===== config.mk =====
export PLATFORM = sky130hd
export DESIGN_NAME = gb_alu16_seq_flat
export DESIGN_NICKNAME = d
export VERILOG_FILES = /design/src/rtl/gb_alu16_seq_if.sv /design/src/rtl/gb_alu16_seq.sv /design/src/flat_wrapper.sv
export SDC_FILE = /design/constraint.sdc
export NUM_CORES = 1
export LEC_CHECK = 0
export ABC_AREA = 0
export ABC_CLOCK_PERIOD_IN_PS = 1650
export BUFFER_PORTS_ARGS = -buffer_cell sky130_fd_sc_hd__buf_2
export CAP_MARGIN = 0
export CORE_MARGIN = 2
export CORE_UTILIZATION = 30
export CTS_CLUSTER_DIAMETER = 120
export CTS_CLUSTER_SIZE = 12
export DETAILED_ROUTE_END_ITERATION = 7
export PLACE_DENSITY_LB_ADDON = 0.15
export SLEW_MARGIN = 0
export SYNTH_ARGS = -nofsm -noshare
export SYNTH_HDL_FRONTEND = slang
export SYNTH_SLANG_ARGS = --single-unit

===== constraint.sdc =====
create_clock -name clk -period 1.65 [get_ports clk]
set_input_delay 0 -clock clk [delete_from_list [all_inputs] [get_ports clk]]
set_output_delay 0 -clock clk [all_outputs]
set_load 0.01 [all_outputs]

===== src/rtl/gb_alu16_seq_if.sv =====
// gb_alu16_seq_if
//   Bundles the request/response handshake of the 16-bit sequencer with the
//   8-bit ALU operand/flag bus it drives.
//   Request side : start, op, opa, opb, f_in   -> sequencer
//   Response side: busy, done, result, f_out   <- sequencer
//   ALU drive    : alu_op, alu_busa, alu_busb, alu_f_in, alu_arith16, alu_z16
//   ALU return   : alu_q, alu_f_out (combinational from the ALU)
//   master = requester + ALU side, slave = the sequencer itself.
interface gb_alu16_seq_if;
    logic        start;
    logic [1:0]  op;
    logic [15:0] opa;
    logic [15:0] opb;
    logic [7:0]  f_in;
    logic        busy;
    logic        done;
    logic [15:0] result;
    logic [7:0]  f_out;
    logic [3:0]  alu_op;
    logic [7:0]  alu_busa;
    logic [7:0]  alu_busb;
    logic [7:0]  alu_f_in;
    logic        alu_arith16;
    logic        alu_z16;
    logic [7:0]  alu_q;
    logic [7:0]  alu_f_out;

    modport master (
        output start, op, opa, opb, f_in, alu_q, alu_f_out,
        input  busy, done, result, f_out,
        input  alu_op, alu_busa, alu_busb, alu_f_in, alu_arith16, alu_z16
    );

    modport slave (
        input  start, op, opa, opb, f_in, alu_q, alu_f_out,
        output busy, done, result, f_out,
        output alu_op, alu_busa, alu_busb, alu_f_in, alu_arith16, alu_z16
    );
endinterface


===== src/rtl/gb_alu16_seq.sv =====
// gb_alu16_seq
//   Runs the Game Boy 16-bit operations (ADD HL,rr / ADD SP,e8 / INC rr /
//   DEC rr) as two chained passes through the 8-bit ALU: low byte, then high
//   byte with the low-pass carry fed back in through F_In.
//   Ports:
//     clk   - system clock
//     reset - synchronous, active-high
//     bus   - gb_alu16_seq_if.slave: start/op/opa/opb/f_in request,
//             busy/done/result/f_out response, alu_* drive and alu_q/alu_f_out
//             return from the combinational ALU.
module gb_alu16_seq #(
    parameter int FLAG_Z = 7,
    parameter int FLAG_N = 6,
    parameter int FLAG_H = 5,
    parameter int FLAG_C = 4
) (
    input  logic                 clk,
    input  logic                 reset,
    gb_alu16_seq_if.slave        bus
);

    typedef enum logic [1:0] {
        S_IDLE = 2'd0,
        S_LO   = 2'd1,
        S_HI   = 2'd2,
        S_DONE = 2'd3
    } state_t;

    localparam logic [3:0] ALU_ADD = 4'b0000;
    localparam logic [3:0] ALU_ADC = 4'b0001;
    localparam logic [3:0] ALU_SUB = 4'b0010;
    localparam logic [3:0] ALU_SBC = 4'b0011;

    state_t      state_q, state_d;
    logic [1:0]  op_q, op_d;
    logic [15:0] opa_q, opa_d;
    logic [15:0] opb_q, opb_d;
    logic [7:0]  f_in_q, f_in_d;
    logic [7:0]  lo_q, lo_d;
    logic        c_lo_q, c_lo_d;
    logic        h_lo_q, h_lo_d;
    logic [15:0] result_q, result_d;
    logic [7:0]  f_out_q, f_out_d;
    logic        busy_q, busy_d;
    logic        done_q, done_d;
    logic        accept_s;

    logic [3:0]  alu_op_s;
    logic [7:0]  alu_busa_s;
    logic [7:0]  alu_busb_s;
    logic [7:0]  alu_f_in_s;
    logic        alu_arith16_s;

    // Final F: ADD HL keeps Z and reports the bit-11/bit-15 carries; ADD SP,e8
    // clears Z/N and reports the low-byte bit-3/bit-7 carries; INC/DEC leave
    // flags untouched. The low nibble of F is always zero.
    function automatic logic [7:0] final_flags(
        input logic [1:0] op,
        input logic [7:0] f_in,
        input logic       h_lo,
        input logic       c_lo,
        input logic       h_hi,
        input logic       c_hi
    );
        logic [7:0] f;
        f = 8'h00;
        case (op)
            2'b00: begin
                f[FLAG_Z] = f_in[FLAG_Z];
                f[FLAG_H] = h_hi;
                f[FLAG_C] = c_hi;
            end
            2'b01: begin
                f[FLAG_H] = h_lo;
                f[FLAG_C] = c_lo;
            end
            default: begin
                f[FLAG_Z] = f_in[FLAG_Z];
                f[FLAG_N] = f_in[FLAG_N];
                f[FLAG_H] = f_in[FLAG_H];
                f[FLAG_C] = f_in[FLAG_C];
            end
        endcase
        return f;
    endfunction

    assign accept_s = bus.start && ((state_q == S_IDLE) || (state_q == S_DONE));

    // Sequencing: latch the request on accept, capture each ALU pass.
    always_comb begin
        state_d  = state_q;
        op_d     = op_q;
        opa_d    = opa_q;
        opb_d    = opb_q;
        f_in_d   = f_in_q;
        lo_d     = lo_q;
        c_lo_d   = c_lo_q;
        h_lo_d   = h_lo_q;
        result_d = result_q;
        f_out_d  = f_out_q;
        case (state_q)
            S_IDLE, S_DONE: begin
                if (accept_s) begin
                    state_d = S_LO;
                    op_d    = bus.op;
                    opa_d   = bus.opa;
                    opb_d   = bus.opb;
                    f_in_d  = bus.f_in;
                end else begin
                    state_d = S_IDLE;
                end
            end
            S_LO: begin
                lo_d    = bus.alu_q;
                c_lo_d  = bus.alu_f_out[FLAG_C];
                h_lo_d  = bus.alu_f_out[FLAG_H];
                state_d = S_HI;
            end
            S_HI: begin
                result_d = {bus.alu_q, lo_q};
                f_out_d  = final_flags(op_q, f_in_q, h_lo_q, c_lo_q,
                                       bus.alu_f_out[FLAG_H], bus.alu_f_out[FLAG_C]);
                state_d  = S_DONE;
            end
            default: begin
                state_d = S_IDLE;
            end
        endcase
        busy_d = (state_d == S_LO) || (state_d == S_HI);
        done_d = (state_d == S_DONE);
    end

    // State and datapath registers.
    always_ff @(posedge clk) begin
        if (reset) begin
            state_q  <= S_IDLE;
            op_q     <= 2'b00;
            opa_q    <= 16'h0000;
            opb_q    <= 16'h0000;
            f_in_q   <= 8'h00;
            lo_q     <= 8'h00;
            c_lo_q   <= 1'b0;
            h_lo_q   <= 1'b0;
            result_q <= 16'h0000;
            f_out_q  <= 8'h00;
            busy_q   <= 1'b0;
            done_q   <= 1'b0;
        end else begin
            state_q  <= state_d;
            op_q     <= op_d;
            opa_q    <= opa_d;
            opb_q    <= opb_d;
            f_in_q   <= f_in_d;
            lo_q     <= lo_d;
            c_lo_q   <= c_lo_d;
            h_lo_q   <= h_lo_d;
            result_q <= result_d;
            f_out_q  <= f_out_d;
            busy_q   <= busy_d;
            done_q   <= done_d;
        end
    end

    // ALU drive decode. The low pass forces C=0 in F_In so ADD/SUB start
    // clean; the high pass feeds the low-pass carry/borrow into ADC/SBC.
    always_comb begin
        alu_op_s      = 4'b0000;
        alu_busa_s    = 8'h00;
        alu_busb_s    = 8'h00;
        alu_f_in_s    = 8'h00;
        alu_arith16_s = 1'b0;
        case (state_q)
            S_LO: begin
                alu_busa_s         = opa_q[7:0];
                alu_f_in_s         = f_in_q;
                alu_f_in_s[FLAG_C] = 1'b0;
                case (op_q)
                    2'b00, 2'b01: begin
                        alu_op_s   = ALU_ADD;
                        alu_busb_s = opb_q[7:0];
                    end
                    2'b10: begin
                        alu_op_s   = ALU_ADD;
                        alu_busb_s = 8'h01;
                    end
                    default: begin
                        alu_op_s   = ALU_SUB;
                        alu_busb_s = 8'h01;
                    end
                endcase
            end
            S_HI: begin
                alu_busa_s         = opa_q[15:8];
                alu_f_in_s         = f_in_q;
                alu_f_in_s[FLAG_C] = c_lo_q;
                alu_arith16_s      = 1'b1;
                case (op_q)
                    2'b00: begin
                        alu_op_s   = ALU_ADC;
                        alu_busb_s = opb_q[15:8];
                    end
                    2'b01: begin
                        // e8 is signed: the high byte adds its sign extension
                        alu_op_s   = ALU_ADC;
                        alu_busb_s = {8{opb_q[7]}};
                    end
                    2'b10: begin
                        alu_op_s   = ALU_ADC;
                        alu_busb_s = 8'h00;
                    end
                    default: begin
                        alu_op_s   = ALU_SBC;
                        alu_busb_s = 8'h00;
                    end
                endcase
            end
            default: begin
                alu_op_s      = 4'b0000;
                alu_busa_s    = 8'h00;
                alu_busb_s    = 8'h00;
                alu_f_in_s    = 8'h00;
                alu_arith16_s = 1'b0;
            end
        endcase
    end

    assign bus.busy        = busy_q;
    assign bus.done        = done_q;
    assign bus.result      = result_q;
    assign bus.f_out       = f_out_q;
    assign bus.alu_op      = alu_op_s;
    assign bus.alu_busa    = alu_busa_s;
    assign bus.alu_busb    = alu_busb_s;
    assign bus.alu_f_in    = alu_f_in_s;
    assign bus.alu_arith16 = alu_arith16_s;
    assign bus.alu_z16     = 1'b0;

endmodule


===== src/flat_wrapper.sv =====
// flat-port wrapper written by rule: the top's interface ports become plain ports
module gb_alu16_seq_flat 
#(
    parameter int FLAG_Z = 7,
    parameter int FLAG_N = 6,
    parameter int FLAG_H = 5,
    parameter int FLAG_C = 4
)
  (clk, reset, bus_start, bus_op, bus_opa, bus_opb, bus_f_in, bus_alu_q, bus_alu_f_out, bus_busy, bus_done, bus_result, bus_f_out, bus_alu_op, bus_alu_busa, bus_alu_busb, bus_alu_f_in, bus_alu_arith16, bus_alu_z16);
  gb_alu16_seq_if bus_i ();
  input  logic clk;
  input  logic reset;
  input wire logic [$bits(bus_i.start)-1:0] bus_start;
  input wire logic [$bits(bus_i.op)-1:0] bus_op;
  input wire logic [$bits(bus_i.opa)-1:0] bus_opa;
  input wire logic [$bits(bus_i.opb)-1:0] bus_opb;
  input wire logic [$bits(bus_i.f_in)-1:0] bus_f_in;
  input wire logic [$bits(bus_i.alu_q)-1:0] bus_alu_q;
  input wire logic [$bits(bus_i.alu_f_out)-1:0] bus_alu_f_out;
  output wire logic [$bits(bus_i.busy)-1:0] bus_busy;
  output wire logic [$bits(bus_i.done)-1:0] bus_done;
  output wire logic [$bits(bus_i.result)-1:0] bus_result;
  output wire logic [$bits(bus_i.f_out)-1:0] bus_f_out;
  output wire logic [$bits(bus_i.alu_op)-1:0] bus_alu_op;
  output wire logic [$bits(bus_i.alu_busa)-1:0] bus_alu_busa;
  output wire logic [$bits(bus_i.alu_busb)-1:0] bus_alu_busb;
  output wire logic [$bits(bus_i.alu_f_in)-1:0] bus_alu_f_in;
  output wire logic [$bits(bus_i.alu_arith16)-1:0] bus_alu_arith16;
  output wire logic [$bits(bus_i.alu_z16)-1:0] bus_alu_z16;
  assign bus_i.start = bus_start;
  assign bus_i.op = bus_op;
  assign bus_i.opa = bus_opa;
  assign bus_i.opb = bus_opb;
  assign bus_i.f_in = bus_f_in;
  assign bus_i.alu_q = bus_alu_q;
  assign bus_i.alu_f_out = bus_alu_f_out;
  assign bus_busy = bus_i.busy;
  assign bus_done = bus_i.done;
  assign bus_result = bus_i.result;
  assign bus_f_out = bus_i.f_out;
  assign bus_alu_op = bus_i.alu_op;
  assign bus_alu_busa = bus_i.alu_busa;
  assign bus_alu_busb = bus_i.alu_busb;
  assign bus_alu_f_in = bus_i.alu_f_in;
  assign bus_alu_arith16 = bus_i.alu_arith16;
  assign bus_alu_z16 = bus_i.alu_z16;
  gb_alu16_seq #(.FLAG_Z(FLAG_Z), .FLAG_N(FLAG_N), .FLAG_H(FLAG_H), .FLAG_C(FLAG_C)) u_core (.clk(clk), .reset(reset), .bus(bus_i));
endmodule

==> run summary, run 1 <==
The run finished with clean final reports. Measured in cells, the most critical reg-to-reg path has a length of 7. The post-layout utilization of the core was 44.99%.

For the die outline area, the log shows 0.01119 mm². For this run, the slowest stage of the critical path takes 0.34 ns. The detailed-route vias per instance works out to 4.405.

In this run the worst path has a maximum fanout of 6. Number of antenna violations at the first check in global routing: 0. After legalization and detailed placement, the total HPWL measured 5285 µm. Synthesized area divided by synthesized cell count: 8.400 µm².

Sequential elements use 48.95% of the synthesized area. The number of diodes added for antenna fixing is 0, and the clock-pin slew on the worst setup and hold paths is 0.08 ns. The origin of the critical flop-to-flop path is u_core.state_q[0]$_SDFF_PP0_. After filler insertion, the fill cell instance count of the layout stands at 1063.

The number of violations of the max-capacitance limit is 0. The capturing element type of the critical path is an output pin. In this run the most critical hold path is launched from reset. CTS placed an instance of clkbuf_8 at the clock tree root. Following the worst setup path forward leads to its endpoint at bus_alu_busb[6].

The setup path with the least slack is of type reg -> out. Post-synthesis async set-or-reset flop share: 0%. The worst register-to-register path ends at u_core.opa_q[10]$_SDFFE_PP0P_. Counting flops with a built-in enable in the synthesized netlist gives 0. The largest total area in the synthesized netlist belongs to dfxtp_1.

The cell with the largest stage delay on the worst path is dfxtp_2. The startpoint type of the worst setup path is a flop. The placed instances occupy a cell area of 0.003767 mm². Leaving out fill and tap cells, the most frequent cell in the layout is buf_2. For this run, the leading register cell type out of synthesis is dfxtp_1.

Static timing analysis puts the maximum clock frequency at 0.6282 GHz. Entering global routing, the biggest net connects 31 pins. In the layout the commonest cells are 103 x buf_2, 86 x nand2_1, 73 x dfxtp_1, 55 x a21oi_1, 52 x dlygate4sd3_1. The share of layout cells above drive strength 1 is 28.33%. Synthesis instantiated 28 different standard cells from the library. The final count of negative-setup-slack endpoints was 0. In the final routed layout, each cell accounts on average for 12.47 µm. TritonCTS built the clock tree. The layer with the highest usage was met2. The iteration count of the initial detailed-routing pass was 5; the effective utilization at floorplan was 30.52%.

In the global route stage, met3 resource usage came out at 3.463%. The first global-routing pass estimated 13490 µm of wire. The run gives 62.05% as the tightest slew margin relative to the limit. For this run, the number of Yosys warnings is 0. After floorplanning, the core was divided into 37 placement rows.

Input and output buffers added on the ports amount to 103. Pin placement for this block handled 117 I/O pins. In the post-synthesis netlist, the biggest area contributors are dfxtp_1 49%, nand2_1 10%, a21oi_1 8.9%.

Synthesis handed over a netlist of 370 instances. The run gives 76 as the number of clock sinks. STA puts the critical path data arrival time at 1.59 ns.

The net count of the finished layout is 585. Compared with the post-synthesis result, the final layout area differs by 47.42%. In the final layout, flip-flops and latches occupy 0.001525 mm².

The final number of hold-violating endpoints is 0. For met1 alone, demand over resource in global routing was 19.25%. Summed over all cells, the static leakage comes to 0.001980 µW.

IR analysis of the VDD net gives a maximum drop of 0.4877 mV. Once detail routing completed, the nets flagged for antenna violations numbered 0. Beginning of the critical path: u_core.state_q[0]$_SDFF_PP0_.

The logs give 24.33% for the fraction of met2 tracks used by global routing and 104 for the starting DRC count in detailed routing. The clock passes through at most 2 buffers. The number of pins with negative max-slew slack in the final report is 0. Traced cell by cell, the critical path runs through inv_2 -> ha_4 -> nand2b_4 -> nor2_4 -> buf_6 -> o2bb2ai_1 -> buf_2. The mapped netlist covers 0.003108 mm².

The setup check on the worst reg-to-reg path leaves a slack of 0.20 ns. The run gives 0 as the remaining routing DRC violations. Top-area cell type share of the netlist area: 48.95%. From bottom edge to top edge, the die measures 105.8 µm. Buffers inserted during clock tree synthesis total 9. The via count of the first global-routing pass was 2819.

The total congestion overflow after global routing was 0; the combined area of the multi-input logic cells was 0.001448 mm². Clock latency on the worst-skew pair, taken at its later pin, is 0.33 ns. The post-route cell area came out at 0.004582 mm². Maximum level of the CTS H-tree: 3. The count of state elements after synthesis is 76. For the final database, setup skew stands at 0.007468 ns. Subtracting the final worst setup slack from the clock period gives 1.592 ns. The aggregate global-route resource usage is 14.89%.

The total power per unit cell area was 1007 mW/mm². The worst hold path class is in -> reg. For the pin with the worst max-slew slack, the measured transition is 0.5693 ns. The congestion estimate from routability-driven global placement came to 0.7452. The die outline width was 105.8 µm; the overall via count from detail_route was 2916. After layout, the worst path uses 96.47% of the clock period. For this block, the routed nets add up to 8256 µm of wire.

Post-layout total power: 4615 µW. For the placeable core region, the log shows 0.01018 mm². The logs give 592 for the placed cell count and 1.65 ns for the required time at the endpoint of the critical path. The finished layout holds 662 standard cells, fillers aside.
[metal layers]
metal / up-vias / wire length, µm
li1: 1501 / -
met1: 1342 / 3875
met2: 68 / 3902
met3: 5 / 410
met4: 0 / 68
met5: - / 0
[power by group]
part	switching [µW]	total, µW	internal, µW
clock	662	1500	840
sequential	89.5	2080	1990
combinational	533	1030	497
total	1280	4620	3330
[worst min-delay path by stage]
stage | to | slack [ns] | depth (start not counted)
5_1_grt | u_core.bus.result[8]$_SDFFE_PP0P_ | 0.15 | 2
3_3_place_gp | u_core.opb_q[12]$_SDFFE_PP0P_ | 0.24 | 3
4_1_cts | u_core.bus.result[8]$_SDFFE_PP0P_ | 0.13 | 2
6_report | u_core.bus.result[8]$_SDFFE_PP0P_ | 0.15 | 2
2_1_floorplan | u_core.f_in_q[0]$_SDFFE_PP0P_ | 0.14 | 2
3_5_place_dp | u_core.opa_q[14]$_SDFFE_PP0P_ | 0.25 | 3
[stage by stage]
| step | hold slack (ns) | worst slack [ns] | TNS [ns] |
|---|---|---|---|
| finish | 0.1512 | 0.05819 | 0 |
| global route | 0.1493 | -0.005189 | -0.005189 |
| CTS | 0.1260 | -0.003441 | -0.005340 |
| detailed placement | 0.2469 | 0.1030 | 0 |
| global placement | 0.2405 | 0.1333 | 0 |
| floorplan | 0.1360 | 0.3003 | 0 |
[repair_timing]
action                                  CTS  global route
endpoints found under the setup margin   18            16
setup buffers                             2             1
resized for setup                         7             9
hold endpoints to repair                 60             0
gates cloned                              0             0
hold buffers                             52             0
pin swaps                                 1             1
[final cells by class]
cell class / instances / share of cell area [%]
Tap cell: 136 / 3.714
Inverter: 2 / 0.1638
Clock inverter: 5 / 1.693
Timing Repair Buffer: 171 / 26.76
Sequential cell: 76 / 33.29
Clock buffer: 10 / 2.785
Multi-Input combinational cell: 262 / 31.59
[state kept, by name, indices dropped and copies added, names as in the netlist, 2 cells and up]
register,cells
u_core.bus.f_out,4
u_core.opb_q,16
u_core.state_q,2
u_core.op_q,2
u_core.opa_q,16
u_core.bus.result,16
u_core.lo_q,8
u_core.f_in_q,8
[synth_stat cells, types with 2 or more instances]
cell type	instances
and2_1	9
buf_4	17
o211ai_1	2
buf_2	10
mux2_2	2
clkbuf_1	7
a21oi_1	55
buf_1	2
o2bb2ai_1	6
a22oi_1	8
nor2_1	39
nand3_1	2
nand2_1	86
inv_1	2
dfxtp_1	76
ha_1	2
mux2i_1	26
nand2b_1	9
[cell families after synthesis]
| logic type | after synthesis | share of synthesized area (%) |
|---|---|---|
| flip-flops | 76 | 48.95 |
| other | 1 | 0.1207 |
| AND/OR/NAND/NOR | 151 | 20.29 |
| buffers and inverters | 38 | 7.045 |
| adder cells (fa/ha/maj) | 2 | 0.8050 |
| multiplexers | 28 | 9.098 |
| AO/OA/AOI/OAI | 74 | 13.69 |
[worst max-delay path: cells and delay by family, from the launching register on]
kind | cells | cell delay [ns]
fa+ha+maj | 1 | 0.23
simple gates | 2 | 0.25
compound gates | 1 | 0.12
buf+inv | 3 | 0.32
flops | 1 | 0.34
(Power assumes the default switching activity.)
==> inputs of run 2 (changes only) <==
Settings changed: PLACE_DENSITY set to 0.62, PLACE_DENSITY_LB_ADDON 0.15 to not set.
==> run summary, run 2 (synthesized netlist as in run 1, its figures left out) <==
The overall via count from detail_route was 2985 (+2.4%); the detailed-route vias per instance was 4.502 (+2.2%). The final number of hold-violating endpoints came out at 0 (unchanged). The combined area of the multi-input logic cells was 0.001481 mm² (+2.3%); the remaining routing DRC violations was 0 (unchanged). In this run the clock root is driven by a clkbuf_8. The tools report the clock insertion delay at the later pin of the skew report as 0.34 ns (about the same).

The run gives 0.7439 (-0.17%) as the routability congestion estimate. The die outline area is 0.01119 mm² (unchanged), and the delay of the slowest critical-path stage is 0.33 ns (about the same). The iteration count of the initial detailed-routing pass is 4 (-1). Clock period minus worst slack: 1.610 ns (+0.01850 ns).

For the final count of negative-setup-slack endpoints, the log shows 0 (unchanged). Register-to-register setup slack: 0.17 ns (-0.03 ns). The worst register-to-register path begins at u_core.state_q[0]$_SDFF_PP0_.

The flow ran to the end, and the final reports show no timing, DRC or antenna violations. Accumulated negative setup slack: 0 ns (unchanged). The slowest stage of the critical path is the dfxtp_2 cell.

STA classifies the critical path startpoint as a flop. The critical path is of the reg -> out type. The post-layout total power came out at 4359 µW (-5.6%). The tools report the final-layout fill cell count as 1010 (-5.0%). The total power per unit cell area was 950.8 mW/mm² (-5.6%). Peak fanout along the critical path: 6 (unchanged). The tools report the combined flip-flop and latch cell area as 0.001528 mm² (+0.16%). The worst hold path class was in -> reg. The cell internal power dissipation is 3083 µW (-7.4%). The maximum number of pins on one net before global-route repair came out at 77 (+150%).

The net switching component of the power is 1276 µW (-0.67%). Maximum level of the CTS H-tree: 3 (unchanged). Leaving out fill and tap cells, the most frequent cell in the layout is buf_2. The required time at the endpoint of the critical path was 1.65 ns (about the same); the via count of the first global-routing pass was 2905 (+3.1%). The startpoint identified for the worst hold timing path is reset. The share of layout cells above drive strength 1 is 29.41% (+1.1 points). The number of clock sinks was 76 (unchanged). The effective utilization at floorplan is 30.52% (unchanged). The tools report the data arrival at the endpoint of the critical path as 1.61 ns (+0.02 ns). The ratio of final minimum period to clock period was 97.59% (+1.1 points); the vertical extent of the die was 105.8 µm (unchanged). The run gives 13770 µm (+2.0%) as the wire length of the first global-routing pass. The die outline width was 105.8 µm (unchanged). The signal on the critical path passes through inv_2 -> ha_4 -> nand2b_4 -> nor2_4 -> buf_6 -> o2bb2ai_2 -> buf_2.

The count of input and output buffers was 103 (unchanged); the number of I/O pins was 117 (unchanged). The run gives 122 (+17%) as the starting DRC count in detailed routing. The placeable core region came out at 0.01018 mm² (unchanged). The number of antenna violations at the first check in global routing was 0 (unchanged); the worst hold path depth was 3 (+1). The tools report the number of diodes added for antenna fixing as 0 (unchanged). Buffer and inverter count on the worst path: 3 (unchanged).

The number of pins with negative max-slew slack in the final report was 0 (unchanged); the worst hold slack was 0.1538 ns (+0.002564 ns). The tools report the number of violations of the max-capacitance limit as 0 (unchanged). The aggregate global-route resource usage was 15.36% (+0.47 points).

Endpoint of the worst hold path: u_core.state_q[1]$_SDFF_PP0_. Setup repair after global routing could not meet its margin everywhere. The run gives 37 (unchanged) as the number of standard-cell rows in the floorplan. The tools report the part of the total power dissipated in sequential elements as 47.9% (+2.8 points). The final worst clock skew is 0.009402 ns (+0.001934 ns). The switching portion of total power came out at 29.27% (+1.4 points). The total congestion overflow after global routing came out at 0 (unchanged).

The detail-routed net length per standard cell is 12.97 µm (+4.0%), and the number of nets with antenna violations after detailed routing is 0 (unchanged). The worst setup path is captured at an output pin. The share of power burned in combinational logic came out at 24.7% (+2.4 points).

Capture instance of the worst register-to-register path: u_core.opa_q[0]$_SDFFE_PP0P_. The number of buffers created by CTS came out at 9 (unchanged). The logs give 0.001991 µW (+0.55%) for the leakage power figure and 587 (+0.34%) for the number of nets in the layout. The number of buffers on the longest clock path was 2 (unchanged).

The kind of cell with the highest combined delay on the critical path was flip-flops. TritonCTS built the clock tree. The worst vdd rail ir drop was 0.3858 mV (-21%); the share of total power in the clock network was 27.4% (-5.1 points).

Relative area change from synthesis to final layout: 47.50% (about the same). The clock-pin slew on the worst setup and hold paths was 0.07 ns (about the same). For the highest achievable clock rate, the log shows 0.6210 GHz (-1.1%). The library cells used most frequently in the layout, excluding fill and tap cells, are 103 x buf_2, 86 x nand2_1, 73 x dfxtp_1, 55 x a21oi_1, 52 x dlygate4sd3_1.

The overall routed net length was 8598 µm (+4.1%). The placed wire-length estimate came out at 5190 µm (-1.8%). The worst reg2reg path depth is 7 (unchanged).
run 2: worst max-delay path by stage:
stage	end	slack [ns]	startpoint	cells past startpoint
4_1_cts	bus_alu_busb[6]	0.004	u_core.state_q[0]$_SDFF_PP0_	7
3_5_place_dp	u_core.opb_q[2]$_SDFFE_PP0P_	0.13	u_core.state_q[0]$_SDFF_PP0_	6
2_1_floorplan	u_core.opa_q[10]$_SDFFE_PP0P_	0.30	u_core.state_q[0]$_SDFF_PP0_	7
5_1_grt	bus_alu_op[1]	-0.03	u_core.state_q[0]$_SDFF_PP0_	7
6_report	bus_alu_busb[5]	0.04	u_core.state_q[0]$_SDFF_PP0_	7
3_3_place_gp	u_core.f_in_q[6]$_SDFFE_PP0P_	0.19	u_core.state_q[0]$_SDFF_PP0_	6
run 2: tightest hold or removal path, stage by stage:
cell	delay, ns
buf_2	0.12
buf_12	0.21
nor2_1	0.11
run 2: per-layer routing:
metal	vias up	routed length, µm	part of all wire [%]	track usage, %
li1	1509	-	-	-
met1	1371	3766	44	18.46
met2	93	4269	50	26.54
met3	12	444	5.2	3.896
met4	0	118	1.4	5.357
met5	-	0	0	0
run 2: area by class of cell:
cell class              count  area share (%)
clock buffers              11           3.084
clock inverters             3          0.3275
inverters                   2          0.1638
multi-input cells         262           32.31
flip-flops and latches     76           33.32
well taps                 136           3.712
repair buffers            173           27.07
run 2: timing repair:
action | 4_1_cts | 5_1_grt
endpoints found under the hold margin | 60 | 0
endpoints found under the setup margin | 22 | 16
hold buffers | 52 | 0
gates resized for setup | 8 | 16
pin swaps | 1 | 3
setup buffers | 2 | 3
run 2: per-stage QoR:
step / setup slack, ns / instance area, µm² / utilization [%] / cells
CTS: 0.003599 / 4491 / 44.09 / 660
global route: -0.03425 / 4584 / 45.01 / 663
finish: 0.03969 / 4584 / 45.01 / 663
detailed placement: 0.1300 / 3767 / 36.99 / 592
floorplan: 0.3003 / 3131 / - / 376
global placement: 0.1929 / 3767 / 36.99 / 592
run 2: power groups by stage:
| stage | clock [µW] | sequential (µW) | combinational (µW) |
|---|---|---|---|
| CTS | 1250 | 2080 | 1040 |
| floorplan | 0 | 2110 | 592 |
| finish | 1200 | 2090 | 1080 |
| detailed placement | 0 | 2120 | 901 |
| global placement | 0 | 2110 | 886 |
| global route | 1350 | 2110 | 1180 |
==> inputs of run 3 (changes only) <==
Settings changed: GPL_TIMING_DRIVEN set to 0, PLACE_DENSITY 0.62 to 0.54.
==> run summary, run 3 (synthesized netlist as in run 1, its figures left out) <==
The clock insertion delay at the later pin of the skew report is 0.33 ns (about the same). The total congestion overflow after global routing came out at 0 (unchanged). The total power per unit cell area is 964.0 mW/mm² (+1.4%).

The clock period minus worst slack was 1.624 ns (+0.01335 ns); the met1 wire length was 4333 µm (+15%). The number of diodes added for antenna fixing was 0 (unchanged). The tools report the final number of hold-violating endpoints as 0 (unchanged). The clock-pin slew on the worst setup and hold paths works out to 0.08 ns (about the same). The run finished with clean final reports. The run gives 0.5086 mV (+32%) as the worst vdd rail ir drop.

The tools report the number of buffers on the longest clock path as 2 (unchanged). The critical path class was reg -> out. For the effective utilization at floorplan, the log shows 30.52% (unchanged).

In this run the critical register-to-register path is launched from u_core.state_q[0]$_SDFF_PP0_. Tracing the worst setup path back leads to its startpoint at u_core.state_q[0]$_SDFF_PP0_. The placed wire-length estimate was 6343 µm (+22%).

The run gives 37 (unchanged) as the number of standard-cell rows in the floorplan. The final worst clock skew was 0.003904 ns (-0.005498 ns). CTS placed an instance of clkbuf_8 at the clock tree root.

The worst hold path depth was 2 (-1); the final count of negative-setup-slack endpoints was 0 (unchanged). The number of non-filler instances in the completed layout is 686 (+3.5%). For the number of clock sinks, the log shows 76 (unchanged). The most common cell after layout, fill and taps aside is buf_2. The tools report the required time at the endpoint of the critical path as 1.65 ns (about the same). The run gives 46.43% (+1.4 points) as the post-layout utilization of the core.

The worst reg2reg path depth is 7 (unchanged), and the number of buffers created by CTS is 9 (unchanged). The total met2 wirelength after detailed routing came out at 4394 µm (+2.9%). The number of antenna violations at the first check in global routing is 0 (unchanged), and the wire length on met3 is 560 µm (+26%).

The detail-routed net length per standard cell is 13.78 µm (+6.2%), and the register-to-register setup slack is 0.15 ns (-0.02 ns). The ratio of final minimum period to clock period was 98.40% (+0.81 points). The count of input and output buffers was 102 (-0.97%); the iteration count of the initial detailed-routing pass was 4 (unchanged). The vertical extent of the die works out to 105.8 µm (unchanged).

The worst pin sits at a relative slew slack of 61.25%. For the number of pins with negative max-slew slack in the final report, the log shows 0 (unchanged). The uppermost layer routed is met4. For the highest achievable clock rate, the log shows 0.6159 GHz (-0.82%).

In this run the worst hold path is classified as in -> reg. Setup repair after global routing could not meet its margin everywhere. The run gives 14860 µm (+7.9%) as the wire length of the first global-routing pass. The startpoint type of the worst setup path is a flop. In the layout the commonest cells are 110 x buf_2, 86 x nand2_1, 74 x dfxtp_1, 55 x a21oi_1, 53 x dlygate4sd3_1.

The hold path startpoint was reset. Placed cell count: 614 (+3.7%). The run gives 1.62 ns (about the same) as the data arrival at the endpoint of the critical path. The maximum level of the CTS H-tree came out at 3 (unchanged). The number of nets in the layout came out at 610 (+3.9%).

The overall via count from detail_route was 3065 (+2.7%). The endpoint identified for the worst register-to-register timing path is u_core.opa_q[0]$_SDFFE_PP0P_. Capturing element type of the critical path: an output pin. The aggregate global-route resource usage is 16.89% (+1.5 points), and the remaining routing DRC violations is 0 (unchanged). The starting DRC count in detailed routing came out at 108 (-11%). The maximum number of pins on one net before global-route repair was 12 (-84%); the via count of the first global-routing pass was 3037 (+4.5%).

The tools report the post-route cell area as 0.004728 mm² (+3.1%). The detailed-route vias per instance was 4.468 (-0.76%). The share of layout cells above drive strength 1 works out to 31.45% (+2.0 points).

The peak fanout along the critical path is 7 (+1). The leakage power figure is 0.002056 µW (+3.3%), and the number of nets with antenna violations after detailed routing is 0 (unchanged). The number of I/O pins was 117 (unchanged). TritonCTS built the clock tree.

For hold timing, the worst endpoint is u_core.opb_q[9]$_SDFFE_PP0P_. The overall routed net length is 9452 µm (+9.9%), and the routability congestion estimate is 0.7847 (+5.5%). The relative area change from synthesis to final layout was 52.13%.

The cell area after placement was 0.003811 mm² (+1.2%). Die outline area: 0.01119 mm² (unchanged). Placeable core region: 0.01018 mm² (unchanged).

The number of violations of the max-capacitance limit was 0 (unchanged). Die outline width: 105.8 µm (unchanged). For the pin with the worst max-slew slack, the measured transition is 0.5813 ns.
==> run 3: layout make-up <==
| cell class | count | area (µm²) |
|---|---|---|
| clock buffer | 12 | 135.1 |
| clock inverter | 2 | 37.54 |
| fill | 1023 | 5456 |
| tap | 136 | 170.2 |
| buffer | 35 | 256.5 |
| inverter | 2 | 7.507 |
| timing repair buffer | 161 | 1086 |
| sequential | 76 | 1524 |
| multi-input combinational | 262 | 1511 |
==> run 3: through the flow <==
| step | hold slack (ns) | setup WS (ns) | power [µW] | TNS [ns] |
|---|---|---|---|---|
| 4_1_cts | 0.05074 | -0.06279 | 4503 | -0.3355 |
| 6_report | 0.07646 | 0.02634 | 4558 | 0 |
| 3_3_place_gp | 0.2438 | 0.06168 | 2998 | 0 |
| 2_1_floorplan | 0.1360 | 0.3003 | 2701 | 0 |
| 5_1_grt | 0.09698 | -0.04575 | 4795 | -0.2788 |
| 3_5_place_dp | 0.2486 | 0.02950 | 3019 | 0 |
==> run 3: what timing repair did <==
action | CTS | global route
hold endpoints to repair | 61 | 0
pin swaps | 0 | 6
resized for setup | 17 | 26
setup buffers | 2 | 4
endpoints found under the setup margin | 25 | 26
hold buffers | 53 | 0
==> run 3: worst max path at each step <==
stage	cells past startpoint	slack, ns	to
finish	6	0.03	bus_alu_busb[2]
floorplan	7	0.30	u_core.opa_q[10]$_SDFFE_PP0P_
CTS	5	-0.06	bus_alu_op[1]
global route	6	-0.05	bus_alu_busb[2]
global placement	6	0.06	bus_alu_busb[2]
detailed placement	6	0.03	bus_alu_busb[2]
==> run 3: per-layer routing <==
| layer | track usage, % | vias to the layer above |
|---|---|---|
| li1 | - | 1556 |
| met5 | 0 | - |
| met2 | 28.43 | 95 |
| met3 | 4.329 | 14 |
| met1 | 21.11 | 1400 |
| met4 | 5.357 | 0 |
==> run 3: power by group <==
part | total (µW) | switching [µW] | internal, µW
Clock | 1340 | 650 | 686
Sequential | 2080 | 87.4 | 1990
Combinational | 1140 | 606 | 535
==> run 3: critical path, stage by stage (launching register included) <==
cell,delay [ns]
dfxtp_2,0.34
inv_2,0.04
ha_4,0.24
nand2b_4,0.16
nor2_4,0.21
o2bb2ai_2,0.14
buf_2,0.15
